### config.mk
export PLATFORM = sky130hd
export DESIGN_NAME = pipe_alu_fwd_flat
export DESIGN_NICKNAME = d
export VERILOG_FILES = /design/src/rtl/pipe_alu_pkg.sv /design/src/rtl/pipe_alu_fwd_if.sv /design/src/rtl/pipe_alu_exec.sv /design/src/rtl/pipe_alu_fwd.sv /design/src/flat_wrapper.sv
export SDC_FILE = /design/constraint.sdc
export NUM_CORES = 2
export LEC_CHECK = 0
export CELL_PAD_IN_SITES_DETAIL_PLACEMENT = 0
export CELL_PAD_IN_SITES_GLOBAL_PLACEMENT = 1
export CORE_ASPECT_RATIO = 0.7
export CORE_MARGIN = 2
export CORE_UTILIZATION = 45
export CTS_CLUSTER_SIZE = 30
export DETAILED_ROUTE_END_ITERATION = 10
export PLACE_DENSITY = 0.74
export SLEW_MARGIN = 0
export SYNTH_ARGS = -nofsm -noshare
export SYNTH_HDL_FRONTEND = slang
export SYNTH_SLANG_ARGS = --single-unit
export TNS_END_PERCENT = 10
### constraint.sdc
create_clock -name clk -period 27.8 [get_ports clk]
set_input_delay 4.17 -clock clk [delete_from_list [all_inputs] [get_ports clk]]
set_output_delay 4.17 -clock clk [all_outputs]
set_load 0.01 [all_outputs]
### src/rtl/pipe_alu_pkg.sv
// Shared types and defaults for the forwarding pipelined ALU:
// opcode encoding, the illegal opcode constant, stage control records
// and the default geometry used by the interface and the top.
package pipe_alu_pkg;

    localparam int P_DATA_W    = 16;
    localparam int P_NREG      = 16;
    localparam int P_MEM_DEPTH = 256;

    typedef enum logic [3:0] {
        ALU_ADD     = 4'd0,
        ALU_SUB     = 4'd1,
        ALU_MUL     = 4'd2,
        ALU_SELA    = 4'd3,
        ALU_SELB    = 4'd4,
        ALU_AND     = 4'd5,
        ALU_OR      = 4'd6,
        ALU_XOR     = 4'd7,
        ALU_NOTA    = 4'd8,
        ALU_NOTB    = 4'd9,
        ALU_SRL     = 4'd10,
        ALU_SLL     = 4'd11,
        ALU_SRA     = 4'd12,
        ALU_ROL     = 4'd13,
        ALU_ROR     = 4'd14,
        ALU_ILLEGAL = 4'd15
    } alu_op_e;

    localparam alu_op_e OP_ILLEGAL = ALU_ILLEGAL;

    // Control part of the fetch record (L12): the opcode still needs decoding.
    typedef struct packed {
        logic    valid;
        alu_op_e op;
    } fetch_ctrl_t;

    // Control part of the result records (L23, L34): decoding is done,
    // only legality matters from here on.
    typedef struct packed {
        logic valid;
        logic illegal;
    } result_ctrl_t;

endpackage

### src/rtl/pipe_alu_fwd_if.sv
// Bus between the instruction sequencer and the ALU pipeline, including
// the debug peek ports into the register file and the scratch memory.
interface pipe_alu_fwd_if import pipe_alu_pkg::*; #(
    parameter int DATA_W = P_DATA_W,
    parameter int REG_AW = $clog2(P_NREG),
    parameter int MEM_AW = $clog2(P_MEM_DEPTH)
);
    logic              in_valid;
    logic [REG_AW-1:0] rs1;
    logic [REG_AW-1:0] rs2;
    logic [REG_AW-1:0] rd;
    logic [3:0]        func;
    logic [MEM_AW-1:0] addr;
    logic              out_valid;
    logic [DATA_W-1:0] out_z;
    logic [MEM_AW-1:0] out_addr;
    logic              out_zero;
    logic              out_carry;
    logic              out_illegal;
    logic [REG_AW-1:0] dbg_raddr;
    logic [DATA_W-1:0] dbg_rdata;
    logic [MEM_AW-1:0] dbg_maddr;
    logic [DATA_W-1:0] dbg_mdata;

    modport master (
        output in_valid, rs1, rs2, rd, func, addr, dbg_raddr, dbg_maddr,
        input  out_valid, out_z, out_addr, out_zero, out_carry, out_illegal,
               dbg_rdata, dbg_mdata
    );

    modport slave (
        input  in_valid, rs1, rs2, rd, func, addr, dbg_raddr, dbg_maddr,
        output out_valid, out_z, out_addr, out_zero, out_carry, out_illegal,
               dbg_rdata, dbg_mdata
    );
endinterface

### src/rtl/pipe_alu_exec.sv
// Purely combinational ALU core used in the execute stage.
// Illegal opcodes produce a zero result and raise o_illegal.
module pipe_alu_exec import pipe_alu_pkg::*; #(
    parameter int DATA_W = P_DATA_W
) (
    input  logic [DATA_W-1:0] i_a,
    input  logic [DATA_W-1:0] i_b,
    input  alu_op_e           i_func,
    output logic [DATA_W-1:0] o_z,
    output logic              o_carry,
    output logic              o_zero,
    output logic              o_illegal
);

    logic [DATA_W:0] w_sum;

    // Decode the opcode into a result; carry only means something for ADD/SUB.
    always_comb begin
        w_sum     = {1'b0, i_a} + {1'b0, i_b};
        o_z       = '0;
        o_carry   = 1'b0;
        o_illegal = (i_func == OP_ILLEGAL);
        case (i_func)
            ALU_ADD: begin
                o_z     = w_sum[DATA_W-1:0];
                o_carry = w_sum[DATA_W];
            end
            ALU_SUB: begin
                o_z     = i_a - i_b;
                o_carry = (i_a < i_b);
            end
            ALU_MUL:  o_z = i_a * i_b;
            ALU_SELA: o_z = i_a;
            ALU_SELB: o_z = i_b;
            ALU_AND:  o_z = i_a & i_b;
            ALU_OR:   o_z = i_a | i_b;
            ALU_XOR:  o_z = i_a ^ i_b;
            ALU_NOTA: o_z = ~i_a;
            ALU_NOTB: o_z = ~i_b;
            ALU_SRL:  o_z = {1'b0, i_a[DATA_W-1:1]};
            ALU_SLL:  o_z = {i_a[DATA_W-2:0], 1'b0};
            ALU_SRA:  o_z = {i_a[DATA_W-1], i_a[DATA_W-1:1]};
            ALU_ROL:  o_z = {i_a[DATA_W-2:0], i_a[DATA_W-1]};
            ALU_ROR:  o_z = {i_a[0], i_a[DATA_W-1:1]};
            default:  o_z = '0;
        endcase
        o_zero = (o_z == '0);
    end

endmodule

### src/rtl/pipe_alu_fwd.sv
// Four-stage register-file ALU: fetch (L12), execute with operand
// forwarding (L23), writeback/output (L34), scratch-memory store.
// Forwarding from L23 then L34 makes dependent ops issue back to back.
module pipe_alu_fwd import pipe_alu_pkg::*; #(
    parameter int DATA_W    = P_DATA_W,
    parameter int NREG      = P_NREG,
    parameter int MEM_DEPTH = P_MEM_DEPTH
) (
    input  logic           clk,
    input  logic           rst,
    pipe_alu_fwd_if.slave  bus
);

    localparam int REG_AW = $clog2(NREG);
    localparam int MEM_AW = $clog2(MEM_DEPTH);

    logic [DATA_W-1:0] r_regs [NREG];
    logic [DATA_W-1:0] r_mem  [MEM_DEPTH];

    fetch_ctrl_t       r_l12Ctrl;
    logic [DATA_W-1:0] r_l12A;
    logic [DATA_W-1:0] r_l12B;
    logic [REG_AW-1:0] r_l12Rs1;
    logic [REG_AW-1:0] r_l12Rs2;
    logic [REG_AW-1:0] r_l12Rd;
    logic [MEM_AW-1:0] r_l12Addr;

    result_ctrl_t      r_l23Ctrl;
    logic [DATA_W-1:0] r_l23Z;
    logic              r_l23Carry;
    logic              r_l23Zero;
    logic [REG_AW-1:0] r_l23Rd;
    logic [MEM_AW-1:0] r_l23Addr;

    result_ctrl_t      r_l34Ctrl;
    logic [DATA_W-1:0] r_l34Z;
    logic              r_l34Carry;
    logic              r_l34Zero;
    logic [REG_AW-1:0] r_l34Rd;
    logic [MEM_AW-1:0] r_l34Addr;

    logic              w_l23Live;
    logic              w_l34Live;
    logic [DATA_W-1:0] w_opA;
    logic [DATA_W-1:0] w_opB;
    logic [DATA_W-1:0] w_z;
    logic              w_carry;
    logic              w_zero;
    logic              w_illegal;

    assign w_l23Live = r_l23Ctrl.valid && !r_l23Ctrl.illegal;
    assign w_l34Live = r_l34Ctrl.valid && !r_l34Ctrl.illegal;

    // S1: latch operands and instruction fields; a bubble just clears valid.
    always_ff @(posedge clk or posedge rst) begin
        if (rst) begin
            r_l12Ctrl <= '0;
            r_l12A    <= '0;
            r_l12B    <= '0;
            r_l12Rs1  <= '0;
            r_l12Rs2  <= '0;
            r_l12Rd   <= '0;
            r_l12Addr <= '0;
        end else begin
            r_l12Ctrl.valid <= bus.in_valid;
            r_l12Ctrl.op    <= alu_op_e'(bus.func);
            r_l12A          <= r_regs[bus.rs1];
            r_l12B          <= r_regs[bus.rs2];
            r_l12Rs1        <= bus.rs1;
            r_l12Rs2        <= bus.rs2;
            r_l12Rd         <= bus.rd;
            r_l12Addr       <= bus.addr;
        end
    end

    // Operand forwarding: the younger in-flight producer (L23) beats L34.
    always_comb begin
        w_opA = r_l12A;
        w_opB = r_l12B;
        if (w_l23Live && r_l23Rd == r_l12Rs1) begin
            w_opA = r_l23Z;
        end else if (w_l34Live && r_l34Rd == r_l12Rs1) begin
            w_opA = r_l34Z;
        end
        if (w_l23Live && r_l23Rd == r_l12Rs2) begin
            w_opB = r_l23Z;
        end else if (w_l34Live && r_l34Rd == r_l12Rs2) begin
            w_opB = r_l34Z;
        end
    end

    pipe_alu_exec #(.DATA_W(DATA_W)) u_exec (
        .i_a       (w_opA),
        .i_b       (w_opB),
        .i_func    (r_l12Ctrl.op),
        .o_z       (w_z),
        .o_carry   (w_carry),
        .o_zero    (w_zero),
        .o_illegal (w_illegal)
    );

    // S2: register the ALU result; bubbles carry don't-care data with valid=0.
    always_ff @(posedge clk or posedge rst) begin
        if (rst) begin
            r_l23Ctrl  <= '0;
            r_l23Z     <= '0;
            r_l23Carry <= 1'b0;
            r_l23Zero  <= 1'b0;
            r_l23Rd    <= '0;
            r_l23Addr  <= '0;
        end else begin
            r_l23Ctrl.valid   <= r_l12Ctrl.valid;
            r_l23Ctrl.illegal <= w_illegal;
            r_l23Z            <= w_z;
            r_l23Carry        <= w_carry;
            r_l23Zero         <= w_zero;
            r_l23Rd           <= r_l12Rd;
            r_l23Addr         <= r_l12Addr;
        end
    end

    // S3: output register; data fields only move on a valid op so the outputs hold.
    always_ff @(posedge clk or posedge rst) begin
        if (rst) begin
            r_l34Ctrl  <= '0;
            r_l34Z     <= '0;
            r_l34Carry <= 1'b0;
            r_l34Zero  <= 1'b0;
            r_l34Rd    <= '0;
            r_l34Addr  <= '0;
        end else begin
            r_l34Ctrl <= r_l23Ctrl;
            if (r_l23Ctrl.valid) begin
                r_l34Z     <= r_l23Z;
                r_l34Carry <= r_l23Carry;
                r_l34Zero  <= r_l23Zero;
                r_l34Rd    <= r_l23Rd;
                r_l34Addr  <= r_l23Addr;
            end
        end
    end

    // S3: register file writeback, skipped for bubbles and illegal ops.
    always_ff @(posedge clk or posedge rst) begin
        if (rst) begin
            for (int i = 0; i < NREG; i++) begin
                r_regs[i] <= '0;
            end
        end else if (w_l23Live) begin
            r_regs[r_l23Rd] <= r_l23Z;
        end
    end

    // S4: scratch-memory store; memory contents deliberately survive reset.
    always_ff @(posedge clk) begin
        if (w_l34Live) begin
            r_mem[r_l34Addr] <= r_l34Z;
        end
    end

    assign bus.out_valid   = r_l34Ctrl.valid;
    assign bus.out_illegal = r_l34Ctrl.valid && r_l34Ctrl.illegal;
    assign bus.out_z       = r_l34Z;
    assign bus.out_zero    = r_l34Zero;
    assign bus.out_carry   = r_l34Carry;
    assign bus.out_addr    = r_l34Addr;
    assign bus.dbg_rdata   = r_regs[bus.dbg_raddr];
    assign bus.dbg_mdata   = r_mem[bus.dbg_maddr];

endmodule

### src/flat_wrapper.sv
// flat-port wrapper written by rule: the top's interface ports become plain ports
module pipe_alu_fwd_flat import pipe_alu_pkg::*;
#(
    parameter int DATA_W    = P_DATA_W,
    parameter int NREG      = P_NREG,
    parameter int MEM_DEPTH = P_MEM_DEPTH
)
  (clk, rst, bus_in_valid, bus_rs1, bus_rs2, bus_rd, bus_func, bus_addr, bus_dbg_raddr, bus_dbg_maddr, bus_out_valid, bus_out_z, bus_out_addr, bus_out_zero, bus_out_carry, bus_out_illegal, bus_dbg_rdata, bus_dbg_mdata);
  pipe_alu_fwd_if #(.DATA_W(DATA_W)) bus_i ();
  input  logic clk;
  input  logic rst;
  input wire logic [$bits(bus_i.in_valid)-1:0] bus_in_valid;
  input wire logic [$bits(bus_i.rs1)-1:0] bus_rs1;
  input wire logic [$bits(bus_i.rs2)-1:0] bus_rs2;
  input wire logic [$bits(bus_i.rd)-1:0] bus_rd;
  input wire logic [$bits(bus_i.func)-1:0] bus_func;
  input wire logic [$bits(bus_i.addr)-1:0] bus_addr;
  input wire logic [$bits(bus_i.dbg_raddr)-1:0] bus_dbg_raddr;
  input wire logic [$bits(bus_i.dbg_maddr)-1:0] bus_dbg_maddr;
  output wire logic [$bits(bus_i.out_valid)-1:0] bus_out_valid;
  output wire logic [$bits(bus_i.out_z)-1:0] bus_out_z;
  output wire logic [$bits(bus_i.out_addr)-1:0] bus_out_addr;
  output wire logic [$bits(bus_i.out_zero)-1:0] bus_out_zero;
  output wire logic [$bits(bus_i.out_carry)-1:0] bus_out_carry;
  output wire logic [$bits(bus_i.out_illegal)-1:0] bus_out_illegal;
  output wire logic [$bits(bus_i.dbg_rdata)-1:0] bus_dbg_rdata;
  output wire logic [$bits(bus_i.dbg_mdata)-1:0] bus_dbg_mdata;
  assign bus_i.in_valid = bus_in_valid;
  assign bus_i.rs1 = bus_rs1;
  assign bus_i.rs2 = bus_rs2;
  assign bus_i.rd = bus_rd;
  assign bus_i.func = bus_func;
  assign bus_i.addr = bus_addr;
  assign bus_i.dbg_raddr = bus_dbg_raddr;
  assign bus_i.dbg_maddr = bus_dbg_maddr;
  assign bus_out_valid = bus_i.out_valid;
  assign bus_out_z = bus_i.out_z;
  assign bus_out_addr = bus_i.out_addr;
  assign bus_out_zero = bus_i.out_zero;
  assign bus_out_carry = bus_i.out_carry;
  assign bus_out_illegal = bus_i.out_illegal;
  assign bus_dbg_rdata = bus_i.dbg_rdata;
  assign bus_dbg_mdata = bus_i.dbg_mdata;
  pipe_alu_fwd #(.DATA_W(DATA_W), .NREG(NREG), .MEM_DEPTH(MEM_DEPTH)) u_core (.clk(clk), .rst(rst), .bus(bus_i));
endmodule
Word-level counts from Yosys, hierarchy flattened
Memories as Yosys holds them, arrays and structs flattened. Index checks and enable logic that the tools add are counted.

Register bits after elaboration: 377. Bits in writable memories: 4096. Input port bits: 39. Output and inout bits: 60. Word-level logic and storage cells: 108. Memories kept: 1.

Add/subtract/negate cells: 2. $mul: 1. Order comparisons: 6. Equality and inequality tests: 19. Muxes and demuxes: 20. Bitwise logic cells: 9. Reduce and logical (&&, ||, !) cells: 12.

Memories: u_core.r_mem (words 256, bits a word 16, read ports 1, clocked after Yosys merged registers in 0, wr ports 1, line pipe_alu_fwd.sv:18) `logic [DATA_W-1:0] r_mem [MEM_DEPTH];`.

Operators with widths (number): 256-bit bitwise mux (1); 16-bit one-hot mux with 15 select lines (1); 16-bit binary-select mux with 4-bit select (3); 16-bit 2-to-1 mux (11); 16-bit demux with 4-bit select (1); 4-bit == test, second input constant (8); 16-bit NOT (2); 5-bit greater-or-equal comparator, second input constant (4); 4-bit NOT with 5-bit output (4); 16-bit by 16-bit adder with 17-bit output (1); 16-bit AND (1); 4-bit by 3-bit == test with 1-bit output, second input constant (4); 4-bit == test (4); 16-bit zero test (1); 16-bit < comparator (1); 16-bit by 16-bit multiplier with 16-bit output (1); 16-bit bitwise OR (1); 16-bit subtractor (1); 16-bit XOR (1); 4-bit by 2-bit == test with 1-bit output, second input constant (2); 1-bit logical AND (8); 5-bit by 1-bit < comparator with 1-bit output, second input constant (1); 4-bit by 1-bit == test with 1-bit output, second input constant (1); 4-bit zero test (1); other kinds (3) (5).

Depth between registers and ports, before layout
Depth after elaboration: 8. Depth in mapped cells: 30. Depth with buffers taken out: 27.

Hierarchy
From an unflattened synthesis, not the netlist that was laid out.

Cell total of the unflattened synthesis: 9445. Area, all modules: 185430.3 sq um.

Modules (own cells, without submodules): pipe_alu_fwd (times used 1, cells an instance 8463, area an instance 178099.6 sq um, sequential area each 132432.0 sq um); pipe_alu_exec (times used 1, cells an instance 982, area an instance 7330.8 sq um, sequential area each 0.0 sq um).

Worst setup path before layout
No wires, ideal clock.

Path type: input-to-output. Start point: in bus_dbg_maddr[0]. End point: out bus_dbg_mdata[0]. Arrival time: 7549 ps. Data required time: 23630 ps. Setup slack: 16081 ps. Stages: 8. Path buffers: 4. Cells stage by stage: clkbuf_1 -> clkbuf_1 -> clkbuf_1 -> buf_1 -> mux4_2 -> mux4_2 -> mux4_2 -> mux4_2.

Longest elaborated chain between the ends: 1.

Ends and longest elaborated chain: start, declared (line flat_wrapper.sv:19) `input wire logic [$bits(bus_i.dbg_maddr)-1:0] bus_dbg_maddr;`; memory read 256 x 16 bit; end, declared (line flat_wrapper.sv:27) `output wire logic [$bits(bus_i.dbg_mdata)-1:0] bus_dbg_mdata;`.

Every way passes these cells.

Final worst setup path
Start point: in bus_dbg_maddr[0]. End point: out bus_dbg_mdata[13].

Same word-level chain as after synthesis.

==> impl_metrics.yaml <==
run_status:
  status: "finished with violations"
  violations: "slew limit"
drt:
  drt_iter0_markers: 14335
  vias: 92052
  ant_nets: 0
  wl_per_cell_microns: 34.5
  routed_wl_microns: 499000
  firstDrtPassIters: 7
  vias_per_cell: 6.36
  drc_errors: 0
worst_setup_path:
  crit_arrival_ns: 11.09
  crit_path_end: "bus_dbg_mdata[13]"
  critPathKind: "in2out"
  cp-startpoint: "bus_dbg_maddr[0]"
  timing.rr.start: "u_core.r_l23Ctrl[1]"
  cp_max_fo: 100
  reg2reg_depth: 27
  end_kind: "output pin"
  cp-start-kind: "input port"
  rrSetupSlack_ns: 17.90
  r2r_end: "u_core.r_l23Zero"
  required_ns: 23.63
finish:
  multi_input_area_sq_um: 48000
  area_delta_synth_final_pct: 12.3
  final-seq-area_sq_um: 132000
  fillers: 30879
  finalNetCount: 8913
  fin_area_sq_um: 205000
  drive_above_1_share_pct: 33.5
min_path:
  hp-class: "reg2reg"
  min_path_cells: 0
clocking:
  clockBufferDepth: 4
  ctsHoldBuffers: 0
  cts_resized: 0
  tritoncts: "done"
  cts_root_buf: "clkbuf_16"
  cts_num_sinks: 4473
  htreeDepth: 5
  clkLatencyLatePin_ns: 1.03
  path_clk_slew_ns: 0.06
  cts_buffers: 409
  postCtsSetupBuffers: 0
timing:
  maxSlewHeadroom_pct: -9.33
  fmax_ghz: 0.0655
  fin_skew_ns: 0.0987
  maxSlewViolCount: 117
  setup_viol: 0
  fin_setup_tns_ns: 0
  min_period_over_period_pct: 54.9
  fin_crit_ns: 15.26
  rsz0062_at_grt: "no"
  max_slew.worst_pin.slew_ns: 1.64
  hold_violations: 0
yosys:
  yosysWarnings: 0
  synth_cells: 8286
  synth_flop_cell: "edfxtp_1"
  syn-num-nets: 8505
  postSynthAreaPerCell_sq_um: 22.1
  synthTopCellsByArea: "edfxtp_1 67%, mux4_2 20%, dfrtp_1 5.2%"
  yosys.area.top_type: "edfxtp_1"
  async_flop_share_pct: 8.43
  synth_edf_count: 4096
  yosysUniqueCellTypes: 72
  netlist_area_sq_um: 183000
  ys_ff_latch: 4473
  synth_sequential_area_ratio_pct: 72.5
  synth_top_area_share_pct: 67.3
global_routing:
  grt_overflow: 0
  grt_max_degree: 215
  grt_pass1_vias: 90844
  grtUsageTotal_pct: 24.1
  antenna_found_initial: 45
  grt_pass1_wl_microns: 701000
job:
  drv_cap: 0
pwr:
  p_leak_nw: 66.3
  finalPower_w: 0.0177
  p_per_area_nw_per_um2: 86.3
  ir_drop_mv: 0.0952
die:
  core_sq_um: 404000
  die_h_microns: 537
  initial_core_util_pct: 45.3
  placement_rows: 195
  die_w_microns: 766
  io_pins: 99
  dieArea_sq_um: 411000
place:
  place_area_sq_um: 192000
  portBuffers: 98
  finalWeightedCongestion: 0.874
  dp_hpwl_microns: 296000
per-stage QoR:
stage / util [%] / setup slack (ns) / instances / hold WS [ns]
2_1_floorplan: - / 13.16 / 8286 / 0.331
3_3_place_gp: 47.6 / 12.47 / 13700 / 0.334
3_5_place_dp: 47.6 / 12.43 / 13700 / 0.335
4_1_cts: 50.8 / 12.44 / 14456 / 0.349
5_1_grt: 50.8 / 11.97 / 14458 / 0.355
6_report: 50.8 / 12.54 / 14469 / 0.348
cell usage in the layout, fill, tap and decap left out, drive strengths merged, types with 99 or more instances in the layout:
cell,n
nor2,386
clkbuf,504
mux4,1602
dfrtp,377
inv,182
nand2,142
mux2,277
edfxtp,4096
clkinv,204
ha,99
buf,432
synthesized netlist by cell type (10+ instances only):
| master | count |
|---|---|
| a21oi_1 | 48 |
| a221oi_1 | 14 |
| a22oi_1 | 20 |
| a31oi_1 | 18 |
| a31oi_2 | 10 |
| buf_1 | 134 |
| clkbuf_1 | 371 |
| dfrtp_1 | 377 |
| edfxtp_1 | 4096 |
| fa_1 | 81 |
| ha_1 | 99 |
| inv_1 | 162 |
| mux2_2 | 277 |
| mux2i_1 | 16 |
| mux4_2 | 1602 |
| nand2_1 | 142 |
| nand2b_1 | 11 |
| nand3_1 | 68 |
| nand4_1 | 12 |
| nor2_1 | 386 |
| nor2b_1 | 19 |
| nor3_1 | 48 |
| o211ai_1 | 12 |
| o21ai_0 | 62 |
| o22ai_1 | 11 |
| xnor2_1 | 42 |
| xor2_1 | 11 |
logic make-up after synthesis:
| group | synth area share [%] |
|---|---|
| mux | 21.5 |
| xor+xnor | 0.291 |
| fa+ha+maj | 1.56 |
| flops | 72.5 |
| simple gates | 1.66 |
| buf+inv | 1.43 |
| compound gates | 1.06 |
per-layer routing:
metal / routed length, microns / global-route usage (%) / vias up
li1: - / - / 35568
met1: 202000 / 36.7 / 49754
met2: 217000 / 34.2 / 5961
met3: 67200 / 7.36 / 741
met4: 12700 / 5.60 / 28
met5: 169 / 0 / -
how the worst min path moves through the flow:
stage / start / slack [ns] / endpoint
after floorplan: u_core.r_l12Addr[0] / 0.33 / u_core.r_l23Addr[0]
after global placement: u_core.r_l12Ctrl[4] / 0.33 / u_core.r_l23Ctrl[1]
after detailed placement: u_core.r_l12Addr[4] / 0.33 / u_core.r_l23Addr[4]
after CTS: u_core.r_l12Addr[7] / 0.35 / u_core.r_l23Addr[7]
after global routing: u_core.r_l12Addr[7] / 0.35 / u_core.r_l23Addr[7]
final: u_core.r_l12Addr[4] / 0.35 / u_core.r_l23Addr[4]
critical path, cell delays in order:
cell and delay (ns):
buf_16 0.43, buf_4 0.88, buf_4 0.60, buf_4 0.84, buf_4 0.89, mux4_2 0.62, mux4_2 0.52, mux4_2 0.59
mux4_2 0.64, clkdlybuf4s50_1 0.54
where the power goes:
part	internal [W]	switching [W]
sequential	0.00845	0.000375
clock	0.00303	0.00252
combinational	0.00115	0.00219
flip-flops by register name (all words and copies together) (netlist names), 2 cells and up:
| signal | cells |
|---|---|
| u_core.bus.out_addr | 8 |
| u_core.bus.out_z | 16 |
| u_core.r_l12A | 16 |
| u_core.r_l12Addr | 8 |
| u_core.r_l12B | 16 |
| u_core.r_l12Ctrl | 5 |
| u_core.r_l12Rd | 4 |
| u_core.r_l12Rs1 | 4 |
| u_core.r_l12Rs2 | 4 |
| u_core.r_l23Addr | 8 |
| u_core.r_l23Ctrl | 2 |
| u_core.r_l23Rd | 4 |
| u_core.r_l23Z | 16 |
| u_core.r_l34Rd | 4 |
| u_core.r_mem | 4096 |
| u_core.r_regs | 256 |
layout make-up:
| class | count | share of cell area, % |
|---|---|---|
| Timing Repair Buffer | 513 | 2.07 |
| Clock inverter | 252 | 1.12 |
| Multi-Input combinational cell | 3125 | 23.4 |
| Antenna cell | 13 | 0.0158 |
| Tap cell | 5417 | 3.30 |
| Sequential cell | 4473 | 64.5 |
| Inverter | 172 | 0.318 |
| Clock buffer | 504 | 5.25 |
No activity file was read; power rests on OpenSTA's default activity.
